### src/rtl/uart_rx_fifo.sv
// UART receive FIFO: fetches bytes from a UART data register with a three-state FSM and buffers them for CPU reads.
// Optional `UART_RX_FIFO_DROP_EN` makes a full FIFO keep fetching, drop the byte and set the sticky overflow flag.
module uart_rx_fifo #(
  parameter int DEPTH = 16,
  parameter int CW    = $clog2(DEPTH) + 1
) (
  input  logic          clk,
  input  logic          rstn,
  input  logic [31:0]   uart_dat_do,
  output logic          uart_dat_re,
  input  logic          rd_en,
  output logic [31:0]   rd_data,
  output logic [CW-1:0] count,
  output logic          empty,
  output logic          full,
  output logic          overflow,
  input  logic          ovf_clr,
  output logic [1:0]    fsm_state
);

  localparam int AW = $clog2(DEPTH);

  localparam logic [1:0] IDLE   = 2'd0;
  localparam logic [1:0] POP    = 2'd1;
  localparam logic [1:0] SETTLE = 2'd2;

  logic [1:0]    state;
  logic [1:0]    state_next;
  logic [7:0]    mem [DEPTH];
  logic [AW-1:0] wr_ptr;
  logic [AW-1:0] rd_ptr;
  logic [CW-1:0] cnt;
  logic          byte_avail;
  logic          accepts;
  logic          in_pop;
  logic          do_push;
  logic          do_pop;

  assign byte_avail  = (uart_dat_do != 32'hFFFF_FFFF);
  assign in_pop      = (state == POP);
  assign uart_dat_re = in_pop;
  assign fsm_state   = state;

  assign count   = cnt;
  assign empty   = (cnt == '0);
  assign full    = (cnt == CW'(DEPTH));
  assign rd_data = empty ? 32'hFFFF_FFFF : {24'd0, mem[rd_ptr]};
  assign do_pop  = rd_en && !empty;

`ifdef UART_RX_FIFO_DROP_EN
  logic drop;

  // A byte fetched into a full FIFO is kept only if a read frees a slot in the same cycle.
  assign accepts = 1'b1;
  assign do_push = in_pop && (!full || rd_en);
  assign drop    = in_pop && full && !rd_en;

  always_ff @(posedge clk) begin
    if (!rstn) begin
      overflow <= 1'b0;
    end else if (drop) begin
      overflow <= 1'b1;
    end else if (ovf_clr) begin
      overflow <= 1'b0;
    end
  end
`else
  logic unused_ovf_clr;

  // Back-pressure: the byte stays in the UART until there is room.
  assign accepts        = !full || rd_en;
  assign do_push        = in_pop;
  assign overflow       = 1'b0;
  assign unused_ovf_clr = ovf_clr;
`endif

  always_comb begin
    state_next = IDLE;
    case (state)
      IDLE:    state_next = (byte_avail && accepts) ? POP : IDLE;
      POP:     state_next = SETTLE;
      SETTLE:  state_next = IDLE;
      default: state_next = IDLE;
    endcase
  end

  always_ff @(posedge clk) begin
    if (!rstn) begin
      state  <= IDLE;
      wr_ptr <= '0;
      rd_ptr <= '0;
      cnt    <= '0;
    end else begin
      state <= state_next;
      if (do_push) wr_ptr <= wr_ptr + AW'(1);
      if (do_pop)  rd_ptr <= rd_ptr + AW'(1);
      case ({do_push, do_pop})
        2'b10:   cnt <= cnt + CW'(1);
        2'b01:   cnt <= cnt - CW'(1);
        default: cnt <= cnt;
      endcase
    end
  end

  // Storage has no reset; a reset landing on the POP cycle suppresses the write.
  always_ff @(posedge clk) begin
    if (rstn && do_push) mem[wr_ptr] <= uart_dat_do[7:0];
  end

endmodule
### config.mk
export PLATFORM = sky130hd
export DESIGN_NAME = uart_rx_fifo
export DESIGN_NICKNAME = d
export VERILOG_FILES = /design/src/rtl/uart_rx_fifo.sv
export SDC_FILE = /design/constraint.sdc
export NUM_CORES = 1
export LEC_CHECK = 0
export CAP_MARGIN = 10
export CORE_ASPECT_RATIO = 0.6
export CORE_MARGIN = 4
export CORE_UTILIZATION = 30
export CTS_BUF_LIST = sky130_fd_sc_hd__clkbuf_4 sky130_fd_sc_hd__clkbuf_8 sky130_fd_sc_hd__clkbuf_16
export DETAILED_ROUTE_END_ITERATION = 7
export PLACE_DENSITY = 0.47
export SLEW_MARGIN = 10
export SYNTH_ARGS = -nofsm -noshare
export SYNTH_HDL_FRONTEND = slang
export SYNTH_SLANG_ARGS = --single-unit
### constraint.sdc
create_clock -name clk -period 3.4 [get_ports clk]
set_clock_uncertainty 0.15 [all_clocks]
set_input_delay 0.68 -clock clk [delete_from_list [all_inputs] [get_ports clk]]
set_output_delay 0.68 -clock clk [all_outputs]
set_load 0.02 [all_outputs]
# [Yosys cells after proc, flatten, opt, wreduce, memory -nomap -nowiden]
# Memories as Yosys holds them, arrays and structs flattened. A register that Yosys moved wholly into a read port is not among the register bits.
# Index checks and enable logic that the tools add are counted.
[word_totals] ff_bits=15 mem_bits_rw=128 inputBits=36 word_cells=31 mem_count=1
[classes] add_sub_neg=4 eq_ne=5 muxes=8 n_reduce_logical=9
[memory_table] memory="mem" depth=16 width=8 read_ports=1 rd_ports_with_merged_regs=1 wr=1 line="29" text="logic [7:0] mem [DEPTH];"
[ops] operator="two-way mux 32 bit" count=1
[ops] operator="inequality test 32 bit (second input constant)" count=1
[ops] operator="one-hot mux 5 bit (2 select lines)" count=1
[ops] operator="adder 4 x 1 -> 4 bit (second input constant)" count=2
[ops] operator="two-way mux 4 bit" count=2
[ops] operator="adder 5 x 1 -> 5 bit (second input constant)" count=1
[ops] operator="equality test 5 bit (second input constant)" count=1
[ops] operator="zero test 5 bit" count=1
[ops] operator="subtractor 5 x 1 -> 5 bit (second input constant)" count=1
[ops] operator="equality test 2 x 1 -> 1 bit (second input constant)" count=2
[ops] operator="one-hot mux 2 bit (2 select lines)" count=1
[ops] operator="logical AND 1 bit" count=3
[ops] operator="two-way mux 1 bit" count=3
[ops] operator="equality test 2 bit (second input constant)" count=1
[ops] operator="zero test 1 bit" count=2
[ops] operator="zero test 2 bit" count=1
[ops] operator="nonzero test 2 bit" count=1
[ops] operator="logical OR 1 bit" count=1

# [Logic depth before layout (Yosys ltp)]
# Gate-level depths: netlist of run 1.
[depth] word_depth=6 depth_mapped=12 mapped_depth_nobuf=10

# [Worst setup path after synthesis of run 1]
# OpenSTA, ideal clock, no wires.
[synth_path] path_kind="reg2reg" start="reg cnt[1] (netlist: count[1])" end="reg cnt[4] (netlist: count[4])" setup_ns=0.128 t_arrival_ns=2.728 required_ns=3.122 slack_ns=0.394 stages_incl_launch_ff=13 synth_period_minus_slack_ns=3.006 path_cell_list="dfxtp_1 > buf_6 > or4_4 > o21ai_4 > inv_1 > ha_1 > clkbuf_1 > xor2_1 > ha_1 > nor2b_1 > o32ai_1 > mux2i_1 > nand4_1"
[synth_between] elab_chain_cells=5
[synth_rtl] item="start: declaration" line="32" text="logic [CW-1:0] cnt;"
[synth_rtl] item="start signal: assignment" line="98" text="2'b10: cnt <= cnt + CW'(1);"
[synth_rtl] item="start signal: assignment" line="99" text="2'b01: cnt <= cnt - CW'(1);"
[synth_rtl] item="start signal: assignment" line="100" text="default: cnt <= cnt;"
[synth_rtl] item="parallel branches: the longest is 5 deep, another holds subtractor 5 x 1 -> 5 bit"
# Parallel ways; which one is timed is not known.
# A chain may end at the register's enable or synchronous reset.

==> results of run 1 <==
cells in the final DEF, fill, tap and decap left out, types with 2 or more instances in the layout:
cell / count
sky130_fd_sc_hd__a21boi_0: 2
sky130_fd_sc_hd__a21oi_1: 5
sky130_fd_sc_hd__and2_1: 19
sky130_fd_sc_hd__buf_12: 3
sky130_fd_sc_hd__buf_4: 18
sky130_fd_sc_hd__bufbuf_16: 2
sky130_fd_sc_hd__clkbuf_16: 17
sky130_fd_sc_hd__clkdlybuf4s50_1: 43
sky130_fd_sc_hd__clkinv_4: 3
sky130_fd_sc_hd__dfxtp_1: 17
sky130_fd_sc_hd__dfxtp_2: 2
sky130_fd_sc_hd__dlygate4sd2_1: 32
sky130_fd_sc_hd__edfxtp_1: 128
sky130_fd_sc_hd__ha_1: 8
sky130_fd_sc_hd__inv_1: 8
sky130_fd_sc_hd__inv_6: 5
sky130_fd_sc_hd__inv_8: 5
sky130_fd_sc_hd__mux2_2: 8
sky130_fd_sc_hd__mux2i_1: 19
sky130_fd_sc_hd__mux4_2: 32
sky130_fd_sc_hd__nand2_1: 15
sky130_fd_sc_hd__nand2b_1: 5
sky130_fd_sc_hd__nand3_1: 5
sky130_fd_sc_hd__nand4_1: 11
sky130_fd_sc_hd__nor2_1: 9
sky130_fd_sc_hd__nor2b_1: 4
sky130_fd_sc_hd__nor3_1: 3
sky130_fd_sc_hd__nor4_1: 3
sky130_fd_sc_hd__o21a_1: 2
sky130_fd_sc_hd__or3_1: 2
sky130_fd_sc_hd__xnor2_1: 7
layout make-up:
type	count	area [sq um]	share of cell area, %
Inverter	8	30.0	0.381
Timing Repair Buffer	99	983	12.5
Clock inverter	15	139	1.76
Tap cell	273	342	4.33
Clock buffer	17	425	5.40
Multi-Input combinational cell	173	1740	22.1
Sequential cell	147	4230	53.6
metal layers:
layer | up-vias | GRT usage (%) | wire (um) | part of all wire [%]
li1 | 1560 | - | - | -
met1 | 1713 | 19.4 | 7280 | 51
met2 | 60 | 18.0 | 6470 | 45
met3 | 7 | 2.69 | 562 | 3.9
met4 | 0 | 3.66 | 74 | 0.51
met5 | - | 0 | 0 | 0
sequential cells by signal, indices dropped and copies added (netlist names), named ones only:
register and cells:
fsm_state 2, mem 128, wr_ptr 4, count 5, rd_ptr 4
report_power, final:
group	leakage, nW	switching (mW)	internal, mW
Sequential	1.31	0.0770	2.03
Combinational	1.00	1.47	1.10
Clock	0.279	0.811	0.971
Total	2.59	2.36	4.10
worst max-delay path: stages, from the launching register on:
cell	delay, ns
sky130_fd_sc_hd__dfxtp_2	0.40
sky130_fd_sc_hd__bufbuf_16	0.33
sky130_fd_sc_hd__mux4_2	0.52
sky130_fd_sc_hd__mux2i_1	0.14
sky130_fd_sc_hd__mux2_2	0.16
sky130_fd_sc_hd__nand2_1	0.06
sky130_fd_sc_hd__dlygate4sd2_1	0.33
logic make-up after synthesis:
kind of cell             after synthesis  synth area share [%]
flip-flops                           147                  67.3
buffers and inverters                 51                  5.06
adder cells (fa/ha/maj)                8                  1.59
multiplexers                          59                  15.9
AND/OR/NAND/NOR                       80                  7.01
AO/OA/AOI/OAI                         17                  1.97
other                                  1                0.0597
XOR/XNOR                               8                  1.12
path summary, 6_finish.rpt:
path              startpoint         end
hold reg to reg    rd_ptr[1]        flop
hold / removal     rd_ptr[1]        flop
setup reg to reg    count[2]    count[4]
setup / recovery        flop  rd_data[2]
repair_timing:
action	in CTS	in global routing
cloned	2	0
gates resized for setup	33	1
pin swaps	0	0
hold buffers	0	0
setup endpoints to repair	33	1
endpoints found under the hold margin	0	0
==> results.md, run 1 <==
* IO Port Bufs at 76
* Number of nets in the finished design at 490
* Endpoint required time on the critical path at 2.57 ns
* Initial DRC Count at 195
* Final WL at 14400 um
* ANT nets after route at 0
* Clock transition at the registers of the reported paths at 0.07 ns
* Global-route wire length before repair at 21900 um
* Setup-violating endpoint count in the final report at 0
* CTS tree: done
* Max cap viols at 0
* Sequential share of the synthesized area at 67.3%
* Worst hold-check path type: flop to flop
* Slew of the pin with the lowest slew margin at 0.641 ns
* Starting density of the core at 31.0%
* Setup tns final at 0 ns
* Final instance area at 7890 sq um
* Critical path arrival at 2.36 ns
* Last weighted congestion value of the routability-driven placer at 0.702
* Number of diodes added for antenna fixing at 0
* Initial DRT Pass Iterations at 4
* Unrepaired setup endpoints after global routing: no
* Vias post-DR at 3340
* Number of slew-limit violations in the final report at 0
* Cell at the root of the clock tree: sky130_fd_sc_hd__clkbuf_16
* Post-layout total power at 6.46 mW
* Half-perimeter wire length after detailed placement at 9370 um
* Boundary pin count at 79
* Instance area at placement at 7290 sq um
* Ratio of total power to cell area at 819 nW/um^2
* Leading post-synthesis cells by cell area: sky130_fd_sc_hd__edfxtp_1 61%, sky130_fd_sc_hd__mux4_2 11%, sky130_fd_sc_hd__dfxtp_1 6.1%
* Hold Path Depth at 2
* Peak supply drop at 509 uV
* TritonCTS Buffers at 17
* Most common cell in the netlist: sky130_fd_sc_hd__edfxtp_1
* End-of-flow core utilization at 38.9%
* Layout cell share with drive strength beyond 1 at 21.8%
* Sum of overflow across all layers after global routing at 0
* Post-CTS setup buffers at 0
* Area of the die at 23400 sq um
* Min Clock Period, post-route at 3.19 ns
* Mapped cell area at 6280 sq um
* Synthesized area per cell at 16.9 sq um
* Outcome: completed
* Number of synthesis warnings at 0
* Type of origin of the critical path: flop
* Max clock buf depth at 2
* Remaining max-slew budget at the tightest pin at 57.3%
* R2R setup slack at 0.32 ns
* Net count after synthesis at 415
* Number of antenna violations at the first check in global routing at 0
* GRT Resource Usage Total at 12.7%
* Largest driver fanout on the critical path at 16
* Clock latency of the later-clocked register in the worst-skew pair at 0.41 ns
* Post-synthesis async set-or-reset flop share at 0%
* Final Hold Violating Endpoints at 0
* Number of global-route vias before repair at 3472
* Synth Register Bits at 147
* Number of vias per cell at 4.56
* Non-filler cells in the finished layout at 732
* Count of distinct cell types in the synthesized netlist at 39
* Floorplan Core Area at 20300 sq um
* Maximum number of pins on one net before global-route repair at 26
* Category of the most critical setup path: flop to output pin
* Setup slack at placement at 0.199 ns
* Post-Route Hold Slack at 0.373 ns
* Area share of the leading cell type in the synthesized netlist at 61.2%
* Overall die width at 195 um
* Final Cycle Share at 93.9%
* Highest clock frequency the design can meet at 0.313 GHz
* Main flop type after synthesis: sky130_fd_sc_hd__edfxtp_1
* Final-layout fill cell count at 1887
* Die height at 120 um
* Count of cells along the worst register-to-register path at 10
* Final worst setup slack at 0.208 ns
* H-tree levels at 4
* Synthesized instance count at 371
* Average wire per cell in the routed design at 19.7 um
* Count of unresolved DRC violations after routing at 0
* Leakage component of the power at 2.59 nW
* Post-synthesis cell type with the largest combined area: sky130_fd_sc_hd__edfxtp_1
* Number of sinks handled by clock tree synthesis at 147
* Area added between synthesis and finish at 25.5%
* Number of placement rows at 40
* Capturing element type of the critical path: output pin
* Placed insts at 698
* Number of synthesized flops with an enable pin at 128
* Cell types with the highest counts after synthesis: 128 x sky130_fd_sc_hd__edfxtp_1, 32 x sky130_fd_sc_hd__mux4_2, 30 x sky130_fd_sc_hd__buf_4
Power figures use the tool's default switching activity.
==> run 2, diff against run 1 <==
CTS_CLUSTER_SIZE = 12   (was unset)
GPL_TIMING_DRIVEN = 0   (was unset)
SKIP_CTS_REPAIR_TIMING = 1   (was unset)
==> run 2 against run 1 <==
- via count up 4.0%
- clock power about the same
- global-route usage down 0.16 points
- die area unchanged
- register-to-register slack worse by 0.10 ns
- sequential cell count unchanged
- largest cell class unchanged
==> results.md, run 2 (same netlist as run 1, synthesis figures left out) <==
* Number of vias per cell at 4.59 (was 4.56)
* Number of slew-limit violations in the final report at 0 (unchanged)
* Outcome: completed (unchanged)
* Final WL at 14300 um (was 14400 um)
* H-tree levels at 4 (unchanged)
* CTS tree: done (unchanged)
* Boundary pin count at 79 (unchanged)
* Initial DRC Count at 181 (was 195)
* Number of nets in the finished design at 515 (was 490)
* Max cap viols at 0 (unchanged)
* Layout cell share with drive strength beyond 1 at 24.4% (was 21.8%)
* Clock latency of the later-clocked register in the worst-skew pair at 0.42 ns (was 0.41 ns)
* Clock transition at the registers of the reported paths at 0.06 ns (was 0.07 ns)
* Number of antenna violations at the first check in global routing at 0 (unchanged)
* IO Port Bufs at 76 (unchanged)
* Number of placement rows at 40 (unchanged)
* Instance area at placement at 7390 sq um (was 7290 sq um)
* Peak supply drop at 433 uV (was 509 uV)
* Remaining max-slew budget at the tightest pin at 30.8% (was 57.3%)
* Setup-violating endpoint count in the final report at 0 (unchanged)
* Average wire per cell in the routed design at 19.0 um (was 19.7 um)
* Count of unresolved DRC violations after routing at 0 (unchanged)
* Min Clock Period, post-route at 3.28 ns (was 3.19 ns)
* Area added between synthesis and finish at 29.2% (was 25.5%)
* ANT nets after route at 0 (unchanged)
* Most frequent standard cell in the layout excluding fill and tap cells: sky130_fd_sc_hd__edfxtp_1 (unchanged)
* Vias post-DR at 3472 (was 3340)
* Number of global-route vias before repair at 3558 (was 3472)
* Slew of the pin with the lowest slew margin at 1.03 ns (was 0.641 ns)
* Largest driver fanout on the critical path at 13 (was 16)
* Leakage component of the power at 2.86 nW (was 2.59 nW)
* Category of the most critical setup path: flop to output pin (unchanged)
* Unrepaired setup endpoints after global routing: no (unchanged)
* Starting density of the core at 31.0% (unchanged)
* GRT Resource Usage Total at 12.5% (was 12.7%)
* Number of diodes added for antenna fixing at 0 (unchanged)
* TritonCTS Buffers at 17 (unchanged)
* Maximum number of pins on one net before global-route repair at 26 (unchanged)
* Final Cycle Share at 96.5% (was 93.9%)
* Endpoint required time on the critical path at 2.57 ns (about the same)
* Max clock buf depth at 2 (unchanged)
* Half-perimeter wire length after detailed placement at 10100 um (was 9370 um)
* Final Hold Violating Endpoints at 0 (unchanged)
* Capturing element type of the critical path: output pin (unchanged)
* Initial DRT Pass Iterations at 4 (unchanged)
* Top library cells by usage in the layout, fill and taps aside: 128 x sky130_fd_sc_hd__edfxtp_1, 43 x sky130_fd_sc_hd__clkdlybuf4s50_1, 33 x sky130_fd_sc_hd__dlymetal6s2s_1 (was 128 x sky130_fd_sc_hd__edfxtp_1, 43 x sky130_fd_sc_hd__clkdlybuf4s50_1, 32 x sky130_fd_sc_hd__mux4_2, 32 x sky130_fd_sc_hd__dlygate4sd2_1)
* Last weighted congestion value of the routability-driven placer at 0.721 (was 0.702)
* Ratio of total power to cell area at 899 nW/um^2 (was 819 nW/um^2)
* Flip-flop count of the largest register after layout at 128 (unchanged)
* Overall die width at 195 um (unchanged)
* Die height at 120 um (unchanged)
* Floorplan Core Area at 20300 sq um (unchanged)
* Area of the die at 23400 sq um (unchanged)
* Number of sinks handled by clock tree synthesis at 147 (unchanged)
* Final instance area at 8110 sq um (was 7890 sq um)
* Global-route wire length before repair at 21800 um (was 21900 um)
* Type of origin of the critical path: flop (unchanged)
* Largest register by flop count: mem (unchanged)
* Cell at the root of the clock tree: sky130_fd_sc_hd__clkbuf_16 (unchanged)
* Highest clock frequency the design can meet at 0.305 GHz (was 0.313 GHz)
* Sum of overflow across all layers after global routing at 0 (unchanged)
* Critical path arrival at 2.45 ns (was 2.36 ns)
* Worst hold-check path type: flop to flop (unchanged)
* Setup tns final at 0 ns (unchanged)
==> run 2: critical path: stages (launching register included) <==
cell,delay (ns)
sky130_fd_sc_hd__dfxtp_1,0.32
sky130_fd_sc_hd__buf_6,0.13
sky130_fd_sc_hd__or4_4,0.58
sky130_fd_sc_hd__nand2b_1,0.17
sky130_fd_sc_hd__buf_4,0.22
sky130_fd_sc_hd__clkinvlp_4,0.15
sky130_fd_sc_hd__buf_4,0.13
sky130_fd_sc_hd__buf_4,0.09
sky130_fd_sc_hd__dlymetal6s2s_1,0.23
==> run 2: power breakdown <==
| group | switching (mW) | total (mW) | internal [mW] |
|---|---|---|---|
| Clock | 0.728 | 1.81 | 1.08 |
| Sequential | 0.0714 | 2.10 | 2.03 |
| Combinational | 1.67 | 3.38 | 1.71 |
==> run 2: worst paths after layout <==
kind              startpoint          end  slack (ns)  cells after the start
hold / removal     rd_ptr[1]    rd_ptr[1]        0.38                      2
setup reg to reg    count[1]     count[4]        0.22                     12
setup / recovery    count[1]  rd_data[17]        0.12                      8
hold reg to reg    rd_ptr[1]    rd_ptr[1]        0.38                      2
==> run 2: cell type report <==
cell class	count	area [sq um]
plain buffers	43	320
clock buffers	18	433
clock inverters	13	136
fillers	1897	12200
inverters	8	33.8
multi-input cells	173	1740
flip-flops and latches	147	4220
well taps	273	342
repair buffers	78	858
repair inverters	3	22.5
==> run 2: layer usage <==
layer	GRT usage, %	vias to the layer above	wire [um]
li1	-	1616	-
met4	3.66	0	134
met2	17.1	62	6190
met5	0	-	0
met3	3.48	10	518
met1	19.1	1784	7480
==> run 2: per-stage QoR <==
stage | worst slack [ns] | util (%) | total power [mW] | hold WS, ns | cells
after floorplan | 0.394 | - | 4.16 | 0.330 | 371
after global placement | -0.233 | 36.4 | 5.50 | 0.360 | 720
after global routing | 0.0330 | 40.0 | 7.67 | 0.404 | 756
after detailed placement | -0.244 | 36.5 | 5.50 | 0.367 | 720
final | 0.117 | 40.0 | 7.29 | 0.382 | 756
after CTS | -0.707 | 39.3 | 7.34 | 0.385 | 751
==> run 3, diff against run 2 <==
CORE_UTILIZATION = 40   (was 30)
PLACE_DENSITY = 0.6   (was 0.47)
==> run 3 against run 2 <==
- critical endpoint is now rd_data[28]
- setup slack worse by 0.012 ns
- fmax down 0.36%
- global-route usage up 3.1 points
- sequential share of layout area up 0.50 points
- register-to-register slack about the same
- sequential cell count unchanged
- clock power about the same
- worst hold slack better by 0.028 ns
- non-clock buffer count up 2
- highest routed layer unchanged
- via count up 1.9%
- cell count down 8.9%
==> results.md, run 3 (same netlist as run 1, synthesis figures left out) <==
* Sum of overflow across all layers after global routing at 0 (unchanged)
* Max cap viols at 0 (unchanged)
* Number of diodes added for antenna fixing at 0 (unchanged)
* Floorplan Core Area at 15400 sq um (was 20300 sq um)
* TritonCTS Buffers at 17 (unchanged)
* Hold Path Depth at 2 (unchanged)
* Initial DRT Pass Iterations at 4 (unchanged)
* Switching power summed over all nets at 2.52 mW (was 2.47 mW)
* Average wire per cell in the routed design at 20.0 um (was 19.0 um)
* CTS tree: done (unchanged)
* Flip-flop count of the largest register after layout at 128 (unchanged)
* Instance area at placement at 7300 sq um (was 7390 sq um)
* Ratio of total power to cell area at 913 nW/um^2 (was 899 nW/um^2)
* Remaining max-slew budget at the tightest pin at 35.2% (was 30.8%)
* Post-layout total power at 7.34 mW (was 7.29 mW)
* Capturing element type of the critical path: output pin (unchanged)
* Post-Route Hold Slack at 0.409 ns (was 0.382 ns)
* Outcome: completed (unchanged)
* Top library cells by usage in the layout, fill and taps aside: 128 x sky130_fd_sc_hd__edfxtp_1, 43 x sky130_fd_sc_hd__clkdlybuf4s50_1, 32 x sky130_fd_sc_hd__buf_4, 32 x sky130_fd_sc_hd__mux4_2, 32 x sky130_fd_sc_hd__dlymetal6s2s_1 (was 128 x sky130_fd_sc_hd__edfxtp_1, 43 x sky130_fd_sc_hd__clkdlybuf4s50_1, 33 x sky130_fd_sc_hd__dlymetal6s2s_1)
* Slew of the pin with the lowest slew margin at 0.969 ns (was 1.03 ns)
* Final worst setup slack at 0.106 ns (was 0.117 ns)
* Global-route wire length before repair at 20800 um (was 21800 um)
* Half-perimeter wire length after detailed placement at 9330 um (was 10100 um)
* Max clock buf depth at 2 (unchanged)
* Initial DRC Count at 318 (was 181)
* Clock latency of the later-clocked register in the worst-skew pair at 0.41 ns (was 0.42 ns)
* Number of global-route vias before repair at 3654 (was 3558)
* Number of slew-limit violations in the final report at 0 (unchanged)
* Starting density of the core at 40.9% (was 31.0%)
* Number of sinks handled by clock tree synthesis at 147 (unchanged)
* Count of cells along the worst register-to-register path at 12 (unchanged)
* H-tree levels at 4 (unchanged)
* Endpoint required time on the critical path at 2.57 ns (about the same)
* Overall die width at 170 um (was 195 um)
* Number of antenna violations at the first check in global routing at 0 (unchanged)
* Boundary pin count at 79 (unchanged)
* Last weighted congestion value of the routability-driven placer at 0.763 (was 0.721)
* Type of origin of the critical path: flop (unchanged)
* Share of total power consumed by net switching at 34.3% (was 33.9%)
* Critical path arrival at 2.46 ns (was 2.45 ns)
* Logic gate share of total power at 47.1% (was 46.4%)
* GR Util met1 at 23.8% (was 19.1%)
* Layout cell share with drive strength beyond 1 at 25.1% (was 24.4%)
* Most utilized layer in the global route result: met1 (unchanged)
* GRT Resource Usage Total at 15.6% (was 12.5%)
* Vias post-DR at 3537 (was 3472)
* Sequential fraction of design power at 28.6% (was 28.8%)
* Final-layout fill cell count at 1268 (was 1897)
* Most frequent standard cell in the layout excluding fill and tap cells: sky130_fd_sc_hd__edfxtp_1 (unchanged)
* Peak supply drop at 699 uV (was 433 uV)
* Largest register by flop count: mem (unchanged)
* Final Cycle Share at 96.9% (was 96.5%)
* Number of vias per cell at 5.13 (was 4.59)
* Highest clock frequency the design can meet at 0.304 GHz (was 0.305 GHz)
* Met3 capacity usage during global routing at 4.16% (was 3.48%)
* Final WL at 13800 um (was 14300 um)
* Final Hold Violating Endpoints at 0 (unchanged)
* Min Clock Period, post-route at 3.29 ns (was 3.28 ns)
* Global-route met2 utilization at 22.1% (was 17.1%)
* Largest driver fanout on the critical path at 13 (unchanged)
* Category of the most critical setup path: flop to output pin (unchanged)
* Leakage component of the power at 2.87 nW (was 2.86 nW)
* Clock share of power at 24.4% (was 24.8%)
* Clock transition at the registers of the reported paths at 0.06 ns (about the same)
* Cell at the root of the clock tree: sky130_fd_sc_hd__clkbuf_16 (unchanged)
* Number of placement rows at 35 (was 40)
* Count of unresolved DRC violations after routing at 0 (unchanged)
* Worst hold-check path type: flop to flop (unchanged)
* Number of nets in the finished design at 517 (was 515)
* Setup-violating endpoint count in the final report at 0 (unchanged)
* Area of the die at 17800 sq um (was 23400 sq um)
* Maximum number of pins on one net before global-route repair at 26 (unchanged)
* Final instance area at 8040 sq um (was 8110 sq um)
* Unrepaired setup endpoints after global routing: no (unchanged)
* IO Port Bufs at 76 (unchanged)
* Die height at 105 um (was 120 um)
* Setup slack at placement at -0.202 ns (was -0.244 ns)
* Area added between synthesis and finish at 27.9% (was 29.2%)
* Int Power at 4.82 mW (about the same)
* ANT nets after route at 0 (unchanged)
==> run 3: cell types whose count changed in the layout (fill, tap and decap cells not counted), moves of 2 or more <==
cell                        before  now
sky130_fd_sc_hd__buf_4          28   32
sky130_fd_sc_hd__bufinv_16       2    0
sky130_fd_sc_hd__clkbuf_16      17   19
sky130_fd_sc_hd__clkinv_2        5    2
sky130_fd_sc_hd__clkinv_4        3    5
sky130_fd_sc_hd__inv_4           0    3
sky130_fd_sc_hd__inv_6           2    0
==> run 3: worst max-delay path, cell delays in order, from the launching register on <==
cell and delay (ns):
sky130_fd_sc_hd__dfxtp_1 0.32, sky130_fd_sc_hd__buf_6 0.13, sky130_fd_sc_hd__or4_4 0.58, sky130_fd_sc_hd__nand2b_1 0.16, sky130_fd_sc_hd__buf_4 0.22, sky130_fd_sc_hd__clkinvlp_4 0.16
sky130_fd_sc_hd__buf_4 0.13, sky130_fd_sc_hd__buf_4 0.09, sky130_fd_sc_hd__dlymetal6s2s_1 0.25
==> run 3: power by group through the flow <==
stage	Clock, mW	Sequential, mW	Combinational, mW
final	1.79	2.10	3.45
after global routing	1.90	2.11	3.65
after CTS	1.81	2.10	3.35
after detailed placement	0	2.13	3.34
after global placement	0	2.13	3.31
after floorplan	0	2.15	2.01
==> run 3: area by class of cell <==
type | instances | area [sq um] | share of cell area, %
sequential | 147 | 4220 | 52.6
timing repair inverter | 3 | 22.5 | 0.280
inverter | 8 | 33.8 | 0.420
timing repair buffer | 80 | 868 | 10.8
tap | 203 | 254 | 3.16
multi-input combinational | 173 | 1740 | 21.7
clock inverter | 10 | 72.6 | 0.903
clock buffer | 22 | 504 | 6.27
buffer | 43 | 313 | 3.89
==> run 3: routing by layer <==
layer	vias up	share of wire [%]
met5	-	0
li1	1624	-
met4	0	0.54
met3	7	5.5
met2	94	45
met1	1812	49
==> run 3: metrics by stage <==
| step | TNS [ns] | util [%] | std cells |
|---|---|---|---|
| after floorplan | 0 | - | 371 |
| after global placement | -3.80 | 47.5 | 650 |
| after detailed placement | -4.48 | 47.5 | 650 |
| after CTS | -18.86 | 51.2 | 682 |
| after global routing | 0 | 52.3 | 689 |
| final | 0 | 52.3 | 689 |
==> run 3: worst paths after layout <==
| kind | startpoint | endpoint | slack, ns |
|---|---|---|---|
| setup / recovery | count[1] | rd_data[28] | 0.11 |
| hold / removal | count[3] | count[3] | 0.41 |
| setup reg to reg | count[1] | count[4] | 0.21 |
| hold reg to reg | count[3] | count[3] | 0.41 |
